<file path="config.mk">
export PLATFORM = sky130hd
export DESIGN_NAME = mult_div_unit
export DESIGN_NICKNAME = d
export VERILOG_FILES = /design/src/rtl/mult_div_unit.sv
export SDC_FILE = /design/constraint.sdc
export NUM_CORES = 1
export LEC_CHECK = 0
export BUFFER_PORTS_ARGS = -buffer_cell sky130_fd_sc_hd__buf_4
export CAP_MARGIN = 20
export CORE_AREA = 4 4 295 152
export DETAILED_ROUTE_END_ITERATION = 7
export DIE_AREA = 0 0 299 156
export SKIP_CTS_REPAIR_TIMING = 1
export SYNTH_ARGS = -nofsm -noshare
export SYNTH_HDL_FRONTEND = slang
export SYNTH_SLANG_ARGS = --single-unit
</file>
<file path="constraint.sdc">
create_clock -name clk -period 4.7 [get_ports clk]
set_input_delay 0.705 -clock clk [delete_from_list [all_inputs] [get_ports clk]]
set_output_delay 0.705 -clock clk [all_outputs]
set_load 0.02 [all_outputs]
</file>
<file path="src/rtl/mult_div_unit.sv">
// Iterative multiply/divide unit with private HI/LO registers.
// One radix-2 step per busy cycle: shift-add for MULT/MULTU, restoring
// division for DIV/DIVU. Signed operations run on magnitudes and the
// signs are applied on the completion edge.
module mult_div_unit #(
  parameter int WIDTH = 32
) (
  input  logic             clk,
  input  logic             reset,
  input  logic             start,
  input  logic [1:0]       op,
  input  logic [WIDTH-1:0] rs_data,
  input  logic [WIDTH-1:0] rt_data,
  input  logic             mthi,
  input  logic             mtlo,
  input  logic [WIDTH-1:0] wr_data,
  output logic             busy,
  output logic             done,
  output logic [WIDTH-1:0] hi,
  output logic [WIDTH-1:0] lo
);

  localparam int W2 = 2 * WIDTH;

  logic             r_busy;
  logic             r_done;
  logic [WIDTH-1:0] r_hi;
  logic [WIDTH-1:0] r_lo;
  logic [5:0]       r_cnt;
  logic             r_is_div;
  logic             r_neg_q;   // product / quotient must be negated
  logic             r_neg_r;   // remainder takes the dividend's sign
  logic             r_div0;    // divisor was zero
  logic [WIDTH-1:0] r_rs;      // raw dividend, returned in HI on divide by zero
  logic [WIDTH-1:0] r_b;       // multiplier / divisor magnitude
  logic [W2-1:0]    r_acc;     // product accumulator or remainder:quotient

  logic             w_signed;
  logic [WIDTH-1:0] w_rs_mag;
  logic [WIDTH-1:0] w_rt_mag;
  logic [WIDTH:0]   w_mul_sum;
  logic [W2-1:0]    w_mul_next;
  logic [WIDTH:0]   w_div_diff;
  logic [W2-1:0]    w_div_next;
  logic [W2-1:0]    w_acc_next;
  logic [W2-1:0]    w_prod;
  logic [WIDTH-1:0] w_quot;
  logic [WIDTH-1:0] w_rem;
  logic [WIDTH-1:0] w_res_hi;
  logic [WIDTH-1:0] w_res_lo;

  assign busy = r_busy;
  assign done = r_done;
  assign hi   = r_hi;
  assign lo   = r_lo;

  // Operand magnitudes at launch; op[0]=0 selects the signed variants
  always_comb begin
    w_signed = ~op[0];
    w_rs_mag = (w_signed && rs_data[WIDTH-1]) ? -rs_data : rs_data;
    w_rt_mag = (w_signed && rt_data[WIDTH-1]) ? -rt_data : rt_data;
  end

  // One iteration of the active algorithm plus the completion fix-up
  always_comb begin
    // Shift-add: add multiplicand to the upper half when the LSB is set,
    // then shift the whole accumulator right (carry enters at the top).
    w_mul_sum  = {1'b0, r_acc[W2-1:WIDTH]} + (r_acc[0] ? {1'b0, r_b} : '0);
    w_mul_next = {w_mul_sum, r_acc[WIDTH-1:1]};
    // Restoring division: trial-subtract from the left-shifted remainder,
    // keep the difference and shift in a 1 when it does not borrow.
    w_div_diff = r_acc[W2-1:WIDTH-1] - {1'b0, r_b};
    if (w_div_diff[WIDTH])
      w_div_next = {r_acc[W2-2:0], 1'b0};
    else
      w_div_next = {w_div_diff[WIDTH-1:0], r_acc[WIDTH-2:0], 1'b1};
    w_acc_next = r_is_div ? w_div_next : w_mul_next;

    w_prod = r_neg_q ? -w_acc_next : w_acc_next;
    w_quot = r_neg_q ? -w_acc_next[WIDTH-1:0] : w_acc_next[WIDTH-1:0];
    w_rem  = r_neg_r ? -w_acc_next[W2-1:WIDTH] : w_acc_next[W2-1:WIDTH];

    if (!r_is_div) begin
      w_res_hi = w_prod[W2-1:WIDTH];
      w_res_lo = w_prod[WIDTH-1:0];
    end else if (r_div0) begin
      w_res_hi = r_rs;
      w_res_lo = '1;
    end else begin
      w_res_hi = w_rem;
      w_res_lo = w_quot;
    end
  end

  // Control, datapath and HI/LO update; start has priority over mthi/mtlo
  always_ff @(posedge clk) begin
    if (reset) begin
      r_busy   <= 1'b0;
      r_done   <= 1'b0;
      r_hi     <= '0;
      r_lo     <= '0;
      r_cnt    <= '0;
      r_is_div <= 1'b0;
      r_neg_q  <= 1'b0;
      r_neg_r  <= 1'b0;
      r_div0   <= 1'b0;
      r_rs     <= '0;
      r_b      <= '0;
      r_acc    <= '0;
    end else begin
      r_done <= 1'b0;
      if (r_busy) begin
        r_acc <= w_acc_next;
        r_cnt <= r_cnt - 6'd1;
        if (r_cnt == 6'd1) begin
          r_busy <= 1'b0;
          r_done <= 1'b1;
          r_hi   <= w_res_hi;
          r_lo   <= w_res_lo;
        end
      end else if (start) begin
        r_busy   <= 1'b1;
        r_cnt    <= 6'd32;
        r_is_div <= op[1];
        r_neg_q  <= w_signed & (rs_data[WIDTH-1] ^ rt_data[WIDTH-1]);
        r_neg_r  <= w_signed & rs_data[WIDTH-1];
        r_div0   <= (rt_data == '0);
        r_rs     <= rs_data;
        r_b      <= w_rt_mag;
        r_acc    <= {{WIDTH{1'b0}}, w_rs_mag};
      end else begin
        if (mthi) r_hi <= wr_data;
        if (mtlo) r_lo <= wr_data;
      end
    end
  end

endmodule

</file>
Yosys cells after proc, flatten, opt, wreduce, memory -nomap -nowiden
Cells that the tools add are included.
{"block": "classes", "n_bitwise": 5, "n_addsub": 8, "n_mux": 28, "n_reduce_logical": 10, "n_eq_ne": 3}
{"op": "$mux W32", "n": 17}
{"op": "$mux W64", "n": 5}
{"op": "$neg A32 Y32", "n": 4}
{"op": "$neg A64 Y64", "n": 1}
{"op": "$add A32 B32 Y33", "n": 1}
{"op": "$sub A33 B32 Y33", "n": 1}
{"op": "$logic_not A32 Y1", "n": 1}
{"op": "$mux W6", "n": 2}
{"op": "$eq A6 B1 Y1 const B", "n": 1}
{"op": "$reduce_and A3 Y1", "n": 2}
{"op": "$reduce_bool A2 Y1", "n": 3}
{"op": "$sub A6 B1 Y6 const B", "n": 1}
{"op": "$mux W1", "n": 4}
{"op": "$ne A2 B1 Y1 const B", "n": 2}
{"op": "$and A1 B1 Y1", "n": 2}
{"op": "$logic_and A1 B1 Y1", "n": 2}
{"op": "$not A1 Y1", "n": 2}
{"op": "$reduce_and A2 Y1", "n": 1}
{"op": "$reduce_or A2 Y1", "n": 1}
{"op": "$xor A1 B1 Y1", "n": 1}
{"block": "totals", "reg_bits": 204, "elab_cells": 66, "input_bits": 103, "out_inout_bits": 66}

Longest topological paths before layout
{"block": "depth", "depth_word": 9, "mapped_depth": 23}

Worst setup path after synthesis
OpenSTA, ideal clock, no wires.
{"block": "synth_path", "path_kind": "register -> register", "start": "reg r_acc[31]", "end": "reg r_hi[18] (netlist: hi[18])", "path_stages_with_launch": 24, "arrival_time_ns": 5.007, "path_buffers": 2, "period_less_slack_ns": 5.100, "setup_slack_ns": -0.400, "path_cell_list": "dfxtp_1 -> inv_1 -> ha_1 -> inv_1 -> fa_1 -> a211oi_2 -> o21bai_2 -> o21a_1 -> a221oi_2 -> a22oi_4 -> buf_4 -> buf_2 -> a21o_1 -> inv_1 -> ha_1 -> nand4_1 -> or3_1 -> nor2_1 -> nand2_1 -> or4_1 -> o21ai_0 -> xnor2_1 -> nor2_1 -> o32ai_1"}
{"block": "synth_between", "elab_chain_cells": 9, "elab_cells_between_ends": 11}
{"element": "from (decl)", "line_no": "36", "rtl": "logic [W2-1:0] r_acc;"}
{"element": "from (signal assigned)", "line_no": "113", "rtl": "r_acc <= w_acc_next;"}
{"element": "from (signal assigned)", "line_no": "130", "rtl": "r_acc <= {{WIDTH{1'b0}}, w_rs_mag};"}
{"element": "$sub A33 B32 Y33", "line_no": "72", "rtl": "w_div_diff = r_acc[W2-1:WIDTH-1] - {1'b0, r_b};"}
{"element": "$mux W64", "line_no": "73", "rtl": "if (w_div_diff[WIDTH])"}
{"element": "$mux W64 *", "line_no": "77", "rtl": "w_acc_next = r_is_div ? w_div_next : w_mul_next;"}
{"element": "$neg A32 Y32", "line_no": "81", "rtl": "w_rem = r_neg_r ? -w_acc_next[W2-1:WIDTH] : w_acc_next[W2-1:WIDTH];"}
{"element": "$mux W32", "line_no": "81"}
{"element": "$mux W32", "line_no": "86", "rtl": "end else if (r_div0) begin"}
{"element": "$mux W32 *", "line_no": "83", "rtl": "if (!r_is_div) begin"}
{"element": "$mux W32 *", "line_no": "115", "rtl": "if (r_cnt == 6'd1) begin"}
{"element": "$mux W32 *", "line_no": "112", "rtl": "if (r_busy) begin"}
{"element": "to (signal assigned)", "line_no": "118", "rtl": "r_hi <= w_res_hi;"}
{"element": "to (signal assigned)", "line_no": "132", "rtl": "if (mthi) r_hi <= wr_data;"}
{"element": "to (decl)", "line_no": "27", "rtl": "logic [WIDTH-1:0] r_hi;"}
Mark *: on every way between the ends. The rest lies on a longest branch, timed or not. The select of a mux whose other input is x is not followed.
A chain may end at the register's enable or synchronous reset.

Final worst setup path
{"block": "layout_path", "start": "reg r_acc[31]", "end": "reg r_hi[20] (netlist: hi[20])"}
The elaborated chain is that of the path after synthesis.

==> metrics.txt <==
maximum vdd drop=0.000241 V; Initial DRC Count=1934; CP Cell Sequence=inv_2 > ha_4 > inv_2 > fa_2 > a211oi_2 > o21bai_2 > o21a_1 > a221oi_4 > a22oi_4 > buf_12 > buf_8 > a21o_1 > inv_2 > ha_4 > nand4_1 > or3_4 > nor2_4 > nand2_2 > or4_4 > o21ai_2 > xnor2_1 > a41oi_1 > o21ai_1; Setup crit start kind=register; vias in the first global route=17900; DPL Wire Length=56000 um; Slew headroom=33.5%; H-Tree Depth=1; critical path type=register to register; Final Wtd Congestion=0.945; slowest stage delay, CP=0.54 ns; area of the die=46600 um2; ys async rst share=0%; Yosys cell types=99; Yosys warnings=0; Clock Latency Late Sink=0.57 ns; synthesized area per cell=7.29 um2; Design Power=6440 uW; Synth Net Count=2538; Setup WS post-layout=0.00581 ns; crit path max fanout=5; Post-synth EDFFs=0; IO Pins=169; Hold Path Stages=3; cell depth of the worst setup path=23; crit end category=register; port bufs=168; Leak=0.00915 uW; Critical Path RT=5.14 ns; global-route usage over all layers=29.9%; Max stage delay cell, worst path=or4_4; Routed WL=73500 um; Slew @ Worst Pin=0.996 ns; minimum clock period=4.69 ns; most frequent cells in the layout=444 x buf_4, 260 x nor2_1, 243 x nand2_1; CTS tree=yes; crit-path most repeated cell=inv_2; core area=41900 um2; data arrival time of the worst path=5.14 ns; Die Y=156 um; unrepaired setup endpoints after global routing=true; Post-Place Setup Slack=-0.0972 ns; PD cells=291 nW/um2; Die Width=299 um; Final Cycle Share=99.9%; Syn Inst Count=2363; routed via count=19400; diodes inserted=0; first-pass GRT wire length=110000 um; largest net degree at the start of global routing=171; Starting Density=41.1%; layout cell share with drive strength beyond 1=23.6%; Reg2Reg Depth=23; clk_skew=0.0194 ns; vias per cell=5.89; Fmax achieved=213 MHz; setup violators final=0; worst min-delay path class=primary input to register; status=completed; leading cell type in the layout, fill and taps excluded=buf_4; root buffer cell=clkbuf_16; final hold violation count=0; max-slew violations=0; Site Rows=53; most used flip-flop cell after synthesis=dfxtp_1; clock tree buffer depth=3; clock sink count=204; Final Net Count=2876; number of max-cap violations=0; crit path buf inv count=5; Remaining DRCs=0; Routed Antenna Nets=0; area delta synth->final=28.6%; design area=22100 um2; Initial DRT Pass Iterations=5; #FFs+latches synth=204; initial antenna violation count=0; Num CTS Buffers=24; Seq/Total Area, Yosys=23.7%; dpl cell area=20700 um2; Mapped Area=17200 um2; gr ovfl total=0; clk slew on worst S/H paths=0.07 ns; crit-path leading delay family=compound AO/OA/AOI/OAI gates; Avg WL per Cell=22.3 um
-- state kept, by name, indices dropped and copies added, names as in the netlist, 6 cells and up --
register  count
r_rs         32
hi           32
lo           32
r_cnt         6
r_acc        64
r_b          32
-- worst reg2reg max path: stages, from the launching register on --
cell,delay (ns)
dfxtp_2,0.32
inv_2,0.07
ha_4,0.15
inv_2,0.04
fa_2,0.42
a211oi_2,0.21
o21bai_2,0.13
o21a_1,0.22
a221oi_4,0.35
a22oi_4,0.11
buf_12,0.18
buf_8,0.13
a21o_1,0.17
inv_2,0.08
ha_4,0.13
nand4_1,0.10
or3_4,0.44
nor2_4,0.14
nand2_2,0.07
or4_4,0.54
o21ai_2,0.17
xnor2_1,0.10
a41oi_1,0.22
o21ai_1,0.09
-- routing by layer --
metal	GRT usage, %	vias up	routed length (um)
met3	4.38	123	5730
met1	43.6	9223	34000
li1	-	9302	-
met2	45.5	749	31200
met5	0	-	0
met4	9.42	0	2520
-- worst paths after layout --
path | from | endpoint | slack [ns]
worst min-delay path | rs_data[27] | r_rs[27] | 0.42
worst max-delay path | r_acc[31] | hi[20] | 0.006
worst max register to register | r_acc[31] | hi[20] | 0.006
worst min register to register | r_rs[24] | r_rs[24] | 0.46
-- where the power goes --
group	total [uW]	internal, uW	switching [uW]
registers	1980	1850	124
clock network	1880	1020	857
logic	2580	1100	1480
-- final cells by class --
class	instances	area, um2
Inverter	78	293
Clock buffer	33	684
Fill cell	4163	19800
Sequential cell	204	4100
Clock inverter	10	62.6
Timing Repair Buffer	460	3570
Multi-Input combinational cell	1933	12700
Tap cell	577	722
-- cells by family after synthesis --
group | Yosys count | synth area share, %
and+or+nand+nor | 892 | 25.0
AOI/OAI and AO/OA | 731 | 28.1
buffers and inverters | 226 | 5.15
DFF | 204 | 23.7
xor gates and xnor gates | 168 | 8.54
adders and majority gates | 72 | 5.32
muxes | 70 | 4.21
-- stage by stage --
| stage | hold slack, ns | std cells | utilization (%) | TNS, ns |
|---|---|---|---|---|
| after detailed placement | 0.448 | 3227 | 49.5 | -0.183 |
| after floorplan | 0.432 | 2363 | - | -0.00518 |
| after global placement | 0.440 | 3227 | 49.5 | -0.112 |
| final | 0.420 | 3295 | 52.8 | 0 |
| after CTS | 0.401 | 3270 | 51.2 | -0.349 |
| after global routing | 0.423 | 3295 | 52.8 | -1.33 |
-- synthesized netlist by cell type (21+ instances only) --
cell / count / area share, %
nor2_1: 263 / 5.7
nand2_1: 246 / 5.4
a21oi_1: 229 / 6.7
dfxtp_1: 204 / 24
o21ai_0: 125 / 3.6
clkbuf_1: 115 / 2.5
a211oi_1: 90 / 3.9
xnor2_1: 88 / 4.5
xor2_1: 80 / 4.1
inv_1: 76 / 1.7
nor3_1: 74 / 2.2
ha_1: 70 / 5.1
mux2i_1: 51 / 3.0
and2_1: 44 / 1.6
and3_1: 34 / 1.2
nand3_1: 34 / 0.99
nor2b_1: 34 / 1.2
a31oi_1: 31 / 1.1
or3_1: 31 / 1.1
o31ai_1: 29 / 1.3
nor4_1: 24 / 0.87
a311oi_1: 21 / 1.1
nand4_1: 21 / 0.76
(Power assumes the default switching activity.)
